[src/rtl/temporizador_partida.sv]
`default_nettype none
// ============================================================================
// Module   : temporizador_partida
// Brief    : Chess-round countdown timer with prescaler, penalty strobe,
//            saturating seconds register, expiry flag and low-time alert.
// Revision : 1.0 - initial release
// ============================================================================
module temporizador_partida #(
    parameter int TICKS_POR_SEG = 50_000_000,
    parameter int LARGURA       = 8,
    parameter int TEMPO_INICIAL = 60,
    parameter int PENALIDADE    = 5,
    parameter int LIMIAR_ALERTA = 10
) (
    input  logic               clock,
    input  logic               reset,
    input  logic               zeraT,
    input  logic               contaT,
    input  logic               decresceT,
    output logic               fimT,
    output logic [LARGURA-1:0] tempo_restante,
    output logic               alerta,
    output logic               db_tick
);

    localparam int PW = $clog2(TICKS_POR_SEG);
    // Wide enough to hold the seconds value and any penalty without overflow
    localparam int DW = (LARGURA > 31) ? LARGURA + 1 : 32;

    localparam logic [PW-1:0]      C_PRE_MAX = PW'(TICKS_POR_SEG - 1);
    localparam logic [DW-1:0]      C_PEN     = DW'(PENALIDADE);
    localparam logic [DW-1:0]      C_LIM     = DW'(LIMIAR_ALERTA);
    localparam logic [LARGURA-1:0] C_INICIAL = LARGURA'(TEMPO_INICIAL);

    typedef enum logic [1:0] {
        DESARMADO = 2'd0,
        CONTANDO  = 2'd1,
        ESGOTADO  = 2'd2
    } state_t;

    state_t             state, state_n;
    logic [PW-1:0]      pre, pre_n;
    logic [LARGURA-1:0] tempo_n;
    logic [DW-1:0]      tempo_ext;
    logic [DW-1:0]      dec;
    logic               tick;
    logic               alerta_n;

    always_ff @(posedge clock or negedge reset) begin
        if (!reset) begin
            state          <= DESARMADO;
            pre            <= '0;
            tempo_restante <= '0;
            fimT           <= 1'b0;
            alerta         <= 1'b0;
            db_tick        <= 1'b0;
        end else begin
            state          <= state_n;
            pre            <= pre_n;
            tempo_restante <= tempo_n;
            fimT           <= (state_n == ESGOTADO);
            alerta         <= alerta_n;
            db_tick        <= tick;
        end
    end

    always_comb begin
        state_n   = state;
        pre_n     = pre;
        tempo_n   = tempo_restante;
        tick      = 1'b0;
        dec       = '0;
        tempo_ext = DW'(tempo_restante);

        if (zeraT) begin
            state_n = CONTANDO;
            pre_n   = '0;
            tempo_n = C_INICIAL;
        end else begin
            case (state)
                CONTANDO: begin
                    tick = contaT && (pre == C_PRE_MAX);
                    // A pause keeps the partial second already elapsed
                    if (contaT) begin
                        pre_n = tick ? '0 : pre + PW'(1);
                    end
                    dec     = DW'(tick) + (decresceT ? C_PEN : '0);
                    tempo_n = (tempo_ext > dec) ? LARGURA'(tempo_ext - dec) : '0;
                    if (tempo_n == '0) begin
                        state_n = ESGOTADO;
                        pre_n   = '0;
                    end
                end
                ESGOTADO: begin
                    pre_n   = '0;
                    tempo_n = '0;
                end
                default: ;
            endcase
        end

        alerta_n = (state_n != DESARMADO) && (tempo_n != '0) && (DW'(tempo_n) <= C_LIM);
    end

endmodule
`default_nettype wire

[config.mk]
export PLATFORM = sky130hd
export DESIGN_NAME = temporizador_partida
export DESIGN_NICKNAME = d
export VERILOG_FILES = /design/src/rtl/temporizador_partida.sv
export SDC_FILE = /design/constraint.sdc
export NUM_CORES = 1
export LEC_CHECK = 0
export CAP_MARGIN = 20
export CORE_MARGIN = 2
export CORE_UTILIZATION = 50
export DETAILED_ROUTE_END_ITERATION = 10
export GPL_ROUTABILITY_DRIVEN = 0
export PLACE_DENSITY = 0.69
export SLEW_MARGIN = 40
export SYNTH_ARGS = -nofsm -noshare
export SYNTH_HDL_FRONTEND = slang
export SYNTH_SLANG_ARGS = --single-unit
[constraint.sdc]
create_clock -name clock -period 9.1 [get_ports clock]
set_clock_uncertainty 0.1 [all_clocks]
set_input_delay 0.91 -clock clock [delete_from_list [all_inputs] [get_ports clock]]
set_output_delay 0.91 -clock clock [all_outputs]
set_load 0.05 [all_outputs]
==> impl_metrics.csv, run 1 <==
group,metric,value,unit
run_status,outcome,"completed",
detailed_routing,routedWlPerCell,15.7,µm
clock_tree,post_cts_buffers,0,
global_route,first_global_vias,1958,
timing,worst_pin_slew,643,ps
timing,finalHoldViolCount,0,
detailed_routing,ant_nets,0,
logic_synthesis,synthArstFlopShare,100,%
hold_path,worstHoldPathType,"reg2reg",
timing,max_freq,200,MHz
timing,rsz0062_at_grt,"false",
global_route,gr-total-overflow,0,
die,die_h,75.2,µm
power,ir_drop,0.0946,mV
setup_path,critPathMaxFanout,39,
setup_path,reg2reg_from,"pre[0]",
logic_synthesis,syn_area_per_cell,8.67,µm²
logic_synthesis,yosysSeqAreaShare,38.5,%
placed_design,io_buffer_count,15,
setup_path,critPathKind,"in2reg",
clock_tree,root_buffer,"clkbuf_8",
hold_path,min-delay-start,"pre[15]",
die,io_pins,16,
clock_tree,clk_latency,290,ps
setup_path,worstSetupEndpointType,"flip-flop",
timing,tns,0,ps
timing,max_slew_margin,56.7,%
logic_synthesis,ys_ff_latch,39,
finish,area_delta_synth_final,12.0,%
finish,nets,314,
clock_tree,numCtsBuffers,5,
die,start_util,52.6,%
logic_synthesis,syn_inst,292,
setup_path,critPathLaunch,"contaT",
finish,fill_cells,441,
timing,fin_crit_sh,55.1,%
global_route,antenna_found_initial,0,
setup_path,cp-start-kind,"primary input",
logic_synthesis,syn_nets,305,
timing,finalSetupViolations,0,
logic_synthesis,syn_area,0.00253,mm²
timing,slew_viol_final,0,
clock_tree,post_cts_resized,0,
global_route,grt_pass1_wl,9920,µm
detailed_routing,drcViolationCount,0,
die,dieWidth,75.2,µm
detailed_routing,totalWireLength,5790,µm
timing,final.min_clock_period,5010,ps
detailed_routing,drt-initial-drc-count,153,
finish,ff_latch_area,976,µm²
clock_tree,clkTransAtPathRegs,80,ps
global_route,grt_max_degree,40,
power,p_leak,1.14,nW
global_route,grt_use_total,22.9,%
detailed_routing,vias,2237,
die,die_area,0.00565,mm²
placed_design,place.detailed.hpwl,4060,µm
clock_tree,tritoncts,"done",
finish,diodes,0,
power,power_density,169,mW/mm²
setup_path,worst_ep_required_time,9180,ps
power,power,0.478,mW
clock_tree,clock_sinks,39,
clock_tree,cts_max_level,2,
die,rows,25,
clock_tree,clk_path_buf_depth,2,
finish,drive_gt1_share,7.62,%
detailed_routing,routed_via_density,6.06,
logic_synthesis,synth_edf_count,0,
setup_path,worstPathArrival,5090,ps
detailed_routing,first_pass_iters,4,
die,design.core.area,0.00482,mm²
finish,multiInputGateArea,0.00142,mm²
logic_synthesis,yosys_most_used_dff,"dfrtp_1",
logic_synthesis,ys_warn_count,0,
logic_synthesis,yosysUniqueCellTypes,54,
clock_tree,cts_hold_buffers,0,
job,maxCapViolCount,0,
[cell usage in the layout (no fill, tap or decap), types with 2 or more instances in the layout]
cell,instances
buf_2,2
a21o_1,9
nor2b_1,6
and4_1,2
inv_1,14
and3_1,4
o31ai_1,5
o21ai_0,19
nand2b_1,5
ha_1,7
o2111ai_1,2
buf_4,3
nor4bb_1,3
nor4_2,2
a211oi_1,2
a211o_1,2
nor3_1,16
o41ai_1,7
nand3_1,19
or3_1,2
nand4_1,4
o21ai_1,8
dfrtp_1,39
or4_1,10
nor4_1,7
or2_2,2
nand2_1,24
clkdlybuf4s50_1,14
a21oi_1,12
nor2_1,18
bufinv_16,2
clkbuf_8,5
[power by group]
part           switching (mW)  internal (mW)
registers              0.0124          0.180
logic                  0.0727         0.0435
clock network          0.0599          0.110
[layout make-up]
type	count	area share (%)
clock buffers	6	2.56
clock inverters	2	2.12
inverters	14	1.85
multi-input cells	222	50.0
flip-flops and latches	39	34.4
well taps	67	2.96
repair buffers	19	6.09
[worst paths after layout]
check                                     to  slack, ps  depth (start not counted)
max                                  pre[15]       4090                         15
min                                  pre[15]        390                          1
max reg2reg                          pre[15]       4420                         15
min reg2reg                          pre[15]        390                          1
max in group asynchronous  tempo_restante[5]       8070                          1
min in group asynchronous             pre[4]        490                          1
[registers in the layout, summed over array words and instances, names as in the netlist]
signal,cells
pre,26
tempo_restante,8
state,2
alerta,1
db_tick,1
fimT,1
[metal layers]
layer	up-vias	track usage (%)	part of all wire, %
met5	-	0	0
met4	0	5.46	0.60
met3	4	4.82	5.2
met2	56	30.0	42
met1	1069	37.7	53
li1	1108	-	-
[cells in the mapped netlist, drive strengths merged, types with 5 or more instances]
| master | count | share of area [%] |
|---|---|---|
| nand2b | 5 | 1.2 |
| nand2 | 24 | 3.6 |
| nor4 | 9 | 2.7 |
| o21ai | 27 | 5.3 |
| nor2 | 19 | 2.8 |
| a21o | 9 | 2.7 |
| buf | 9 | 2.3 |
| nor3 | 16 | 3.2 |
| or4 | 11 | 3.4 |
| a21oi | 12 | 2.4 |
| inv | 14 | 2.1 |
| o41ai | 7 | 2.4 |
| clkbuf | 8 | 1.2 |
| nor2b | 6 | 1.5 |
| ha | 7 | 3.5 |
| o31ai | 5 | 1.5 |
| dfrtp | 39 | 39 |
| nand3 | 19 | 3.8 |
[metrics by stage]
| stage | area, µm² | setup slack, ps | cells | hold WS [ps] | utilization [%] |
|---|---|---|---|---|---|
| CTS | 2830 | 3760 | 369 | 393 | 58.8 |
| floorplan | 2530 | 5060 | 292 | 341 | - |
| detailed placement | 2700 | 3470 | 361 | 382 | 56.1 |
| global placement | 2690 | 3740 | 359 | 369 | 55.8 |
| finish | 2840 | 4090 | 369 | 392 | 58.9 |
| global route | 2840 | 3840 | 369 | 416 | 58.9 |
[kinds of logic after synthesis]
group | share of synthesized area [%]
AOI/OAI and AO/OA | 21.8
xor gates and xnor gates | 0.988
muxes | 0.395
and+or+nand+nor | 28.5
buffers and inverters | 5.53
DFF | 38.5
adders and majority gates | 4.25
[worst max-delay path: stages]
cell	delay, ps
clkdlybuf4s50_1	490
nor4bb_1	240
nand4_1	210
nor2_1	140
ha_1	240
ha_1	220
inv_1	70
fa_1	410
nand2b_1	190
or3_1	370
nor4_2	320
o211ai_2	120
buf_4	250
nand2b_1	450
o41ai_1	440
No activity file was read; power rests on OpenSTA's default activity.
==> run 2: changes to the inputs <==
Clock period 9.1 ns to 4.9 ns, I/O delays scaled along.
==> run 2 against run 1 <==
Net effect:
- clock power is 31% higher
- hold slack worse by 340 ps
- global-route usage is 1.3 points higher
- setup slack worse by 3700 ps
- cell count stayed put
- combinational power is 89% higher
- highest routed layer unchanged
==> impl_metrics.csv, run 2 (same netlist as run 1, synthesis figures left out) <==
group,metric,value,unit
finish,largest_register,"pre",
global_route,gr-total-overflow,0,
clock_tree,root_buffer,"clkbuf_8",
die,design.core.area,0.00482,mm²
finish,final_common_cell,"dfrtp_1",
power,power,0.799,mW
hold_path,worstHoldPathType,"in2async",
detailed_routing,routed_via_density,6.16,
setup_path,crit_top_cell,"ha_1",
finish,drive_gt1_share,7.95,%
power,ir_drop,0.179,mV
clock_tree,cts_max_level,2,
timing,slew_viol_final,0,
clock_tree,clk_latency,300,ps
power,p_leak,1.12,nW
detailed_routing,drcViolationCount,0,
power,power_density,285,mW/mm²
setup_path,critical-path-slowest-cell,"nor2_2",
setup_path,critPathKind,"reg2reg",
die,die_area,0.00565,mm²
finish,largest_reg_flops,26,
die,rows,25,
clock_tree,clk_path_buf_depth,2,
die,start_util,52.6,%
timing,worst_pin_slew,661,ps
run_status,outcome,"completed",
clock_tree,clkTransAtPathRegs,90,ps
placed_design,place.detailed.hpwl,4160,µm
timing,fin_crit_sh,91.1,%
detailed_routing,totalWireLength,6090,µm
clock_tree,post_cts_buffers,0,
clock_tree,cts_hold_buffers,0,
timing,finalHoldViolCount,0,
clock_tree,clock_sinks,39,
setup_path,worstSetupEndpointType,"flip-flop",
detailed_routing,first_pass_iters,4,
die,die_h,75.2,µm
detailed_routing,ant_nets,0,
timing,final.min_clock_period,4470,ps
finish,area_delta_synth_final,10.5,%
global_route,grt_use_total,24.2,%
detailed_routing,routedWlPerCell,16.5,µm
finish,top_regs,"pre x26, tempo_restante x8, state x2",
clock_tree,post_cts_resized,0,
clock_tree,tritoncts,"done",
setup_path,worst_ep_required_time,4980,ps
setup_path,critPathMaxFanout,14,
setup_path,reg2regPathDepth,14,
finish,diodes,0,
finish,nets,314,
die,io_pins,16,
finish,layout_common_cells,"dfrtp_1, nand2_1, nand3_1, o21ai_0, nor2_1",
setup_path,max_stage_delay,500,ps
clock_tree,numCtsBuffers,5,
setup_path,worstPathArrival,4550,ps
timing,rsz0062_at_grt,"false",
placed_design,io_buffer_count,15,
global_route,antenna_found_initial,0,
setup_path,path_cells,"ha_1 -> and3_1 -> nand4_1 -> nor2_1 -> ha_1 -> ha_1 -> inv_1 -> fa_1 -> a211oi_4 -> xor2_2 -> nor4_2 -> nor2_2 -> nand2b_1 -> o41ai_1",
job,maxCapViolCount,0,
timing,hold_slack,51.8,ps
detailed_routing,drt-initial-drc-count,174,
setup_path,cp-start-kind,"flip-flop",
detailed_routing,vias,2272,
timing,max_slew_margin,55.5,%
global_route,grt_pass1_wl,10400,µm
timing,finalSetupViolations,0,
timing,max_freq,224,MHz
global_route,first_global_vias,2088,
die,dieWidth,75.2,µm
global_route,grt_max_degree,40,
## run 2: worst max-delay path, delay by kind of cell, from the launching register on
| family | cells | cell delay [ps] |
|---|---|---|
| and+or+nand+nor | 6 | 1530 |
| adders and majority gates | 4 | 1140 |
| AOI/OAI and AO/OA | 2 | 830 |
| DFF | 1 | 440 |
| xor gates and xnor gates | 1 | 240 |
| buffers and inverters | 1 | 60 |
## run 2: area by class of cell
| type | instances | area (µm²) |
|---|---|---|
| fillers | 457 | 2020 |
| multi-input cells | 222 | 1420 |
| flip-flops and latches | 39 | 976 |
| repair buffers | 19 | 178 |
| well taps | 67 | 83.8 |
| clock buffers | 5 | 68.8 |
| inverters | 14 | 52.6 |
| clock inverters | 3 | 20.0 |
## run 2: path summary, 6_finish.rpt
check	startpoint	to	slack [ps]
min in group clock	pre[15]	pre[15]	390
min reg2reg	pre[15]	pre[15]	390
max	pre[0]	pre[8]	430
min	reset	pre[2]	50
max reg2reg	pre[0]	pre[8]	430
max in group asynchronous	reset	tempo_restante[5]	4280
## run 2: metal layers
layer  vias to the layer above  track usage [%]  routed length, µm  share of wire [%]
met4                         0             6.43                 48               0.79
met5                         -                0                  0                  0
met3                         5             4.55                307                5.0
met2                        73             35.4               2690                 44
met1                      1077             36.7               3050                 50
li1                       1117                -                  -                  -
## run 2: report_power, final
part           switching, mW  internal [mW]
clock network          0.124         0.0992
registers             0.0230          0.334
logic                  0.137         0.0813
## run 2: through the flow
| step | utilization [%] | instances | worst slack [ps] | cell area (µm²) | TNS [ps] |
|---|---|---|---|---|---|
| after global placement | 56.1 | 361 | 44.5 | 2700 | 0 |
| after CTS | 58.0 | 369 | 135 | 2800 | 0 |
| final | 58.1 | 369 | 435 | 2800 | 0 |
| after global routing | 58.1 | 369 | 41.4 | 2800 | 0 |
| after floorplan | - | 292 | 1050 | 2530 | 0 |
| after detailed placement | 56.2 | 361 | -176 | 2710 | -768 |
==> run 3: changes to the inputs <==
==> constraint.sdc (replaced) <==
create_clock -name clock -period 4.9 [get_ports clock]
set_clock_uncertainty 0.1 [all_clocks]
set_input_delay 1.225 -clock clock [delete_from_list [all_inputs] [get_ports clock]]
set_output_delay 1.225 -clock clock [all_outputs]
set_load 0.05 [all_outputs]
==> run 3 against run 2 <==
Net effect:
- largest power group unchanged
- cell count up 4.3%
- clock-buffer cell count up 3
- setup slack worse by 190 ps
- sequential share of layout area down 2.0 points
- flip-flop and latch count unchanged
- critical path depth up 2
- utilization up 3.5 points
==> impl_metrics.csv, run 3 (same netlist as run 1, synthesis figures left out) <==
group,metric,value,unit
setup_path,r2r_setup_slack,680,ps
setup_path,cp-start-kind,"primary input",
die,dieWidth,75.2,µm
hold_path,worstHoldPathType,"reg2reg",
die,design.core.area,0.00482,mm²
finish,stdcell_count,385,
detailed_routing,first_pass_iters,5,
clock_tree,clkTransAtPathRegs,80,ps
finish,diodes,0,
clock_tree,tritoncts,"done",
setup_path,worstPathArrival,4720,ps
timing,slew_viol_final,0,
detailed_routing,vias,2294,
clock_tree,root_buffer,"clkbuf_8",
setup_path,worst_ep_required_time,4960,ps
setup_path,worstSetupEndpointType,"flip-flop",
detailed_routing,drt-initial-drc-count,192,
placed_design,io_buffer_count,15,
global_route,gr-total-overflow,0,
setup_path,reg2regPathDepth,16,
run_status,outcome,"completed",
die,die_h,75.2,µm
timing,worst_pin_slew,651,ps
global_route,antenna_found_initial,0,
global_route,grt_pass1_wl,9920,µm
detailed_routing,routed_via_density,5.96,
clock_tree,cts_max_level,2,
die,die_area,0.00565,mm²
hold_path,min-delay-start,"pre[15]",
finish,multiInputGateArea,0.00144,mm²
timing,final.min_clock_period,4660,ps
detailed_routing,drcViolationCount,0,
finish,drive_gt1_share,12.9,%
timing,max_slew_margin,56.2,%
timing,rsz0062_at_grt,"false",
timing,finalHoldViolCount,0,
detailed_routing,routedWlPerCell,15.3,µm
global_route,first_global_vias,2070,
finish,fill_cells,448,
power,power_density,280,mW/mm²
job,maxCapViolCount,0,
hold_path,holdPathEnd,"pre[15]",
clock_tree,clock_sinks,39,
global_route,grt_use_total,22.9,%
finish,largest_reg_flops,26,
clock_tree,clk_path_buf_depth,2,
finish,area_delta_synth_final,17.0,%
placed_design,place.detailed.hpwl,4190,µm
placed_design,dp_cells,377,
finish,ff_latch_area,976,µm²
finish,layout_common_cells,"dfrtp_1, nand2_1, buf_4",
detailed_routing,ant_nets,0,
finish,largest_register,"pre",
setup_path,critPathMaxFanout,9,
clock_tree,numCtsBuffers,5,
die,start_util,52.6,%
timing,max_freq,215,MHz
hold_path,holdPathStages,1,
timing,fin_crit_sh,95.1,%
setup_path,critPathKind,"in2reg",
setup_path,r2r_end,"pre[8]",
global_route,grt_max_degree,40,
timing,tns,0,ps
finish,top_regs,"pre x26, tempo_restante x8, state x2",
finish,final_common_cell,"dfrtp_1",
power,ir_drop,0.137,mV
power,power,0.830,mW
detailed_routing,totalWireLength,5910,µm
timing,finalSetupViolations,0,
setup_path,reg2reg_from,"pre[0]",
die,rows,25,
finish,nets,330,
power,p_leak,1.22,nW
die,io_pins,16,
clock_tree,clk_latency,290,ps
-- run 3: timing repair --
| item | 4_1_cts | 5_1_grt |
|---|---|---|
| buffers inserted | 0 | 0 |
| endpoints found under the setup margin | 0 | 18 |
| resized for setup | 0 | 4 |
| hold buffers | 0 | 0 |
| endpoints found under the hold margin | 0 | 0 |
-- run 3: worst max-delay path by stage --
stage / start / slack, ps / endpoint
detailed placement: contaT / -160 / pre[7]
global route: contaT / 20 / pre[7]
floorplan: contaT / 540 / pre[23]
global placement: contaT / -110 / pre[6]
finish: contaT / 240 / pre[8]
CTS: contaT / 140 / pre[6]
-- run 3: power by group --
| group | internal (mW) | switching (mW) |
|---|---|---|
| Clock | 0.129 | 0.113 |
| Sequential | 0.334 | 0.0229 |
| Combinational | 0.0919 | 0.139 |
-- run 3: layout make-up --
| class | instances | share of cell area, % |
|---|---|---|
| Clock buffer | 8 | 3.38 |
| Sequential cell | 39 | 32.9 |
| Tap cell | 67 | 2.83 |
| Inverter | 14 | 1.77 |
| Timing Repair Buffer | 35 | 10.5 |
| Multi-Input combinational cell | 222 | 48.6 |
-- run 3: critical path, cell delays in order --
cell	delay, ps
clkdlybuf4s50_1	480
nor4bb_1	200
nand4_1	170
nor2_2	120
ha_1	240
ha_1	200
inv_1	70
fa_1	410
nand2b_1	180
or3_1	390
nor4_4	180
o211ai_2	140
buf_4	180
buf_4	160
o21ai_0	240
o41ai_2	130
-- run 3: routing by layer --
| metal | track usage, % | vias to the layer above | share of wire, % | wire length [µm] |
|---|---|---|---|---|
| met5 | 0 | - | 0 | 0 |
| met4 | 6.63 | 0 | 0.88 | 52 |
| met3 | 4.02 | 6 | 5.9 | 347 |
| met2 | 33.2 | 67 | 44 | 2570 |
| met1 | 35.2 | 1082 | 50 | 2930 |
| li1 | - | 1139 | - | - |
-- run 3: metrics by stage --
step                hold WS (ps)  setup slack, ps  cell area, µm²  utilization, %
finish                       384              240            2960            61.5
global route                 391             20.2            2960            61.5
CTS                          385              137            2940            61.0
detailed placement           375             -159            2840            58.9
global placement             364             -108            2840            58.9
floorplan                    341              543            2530               -
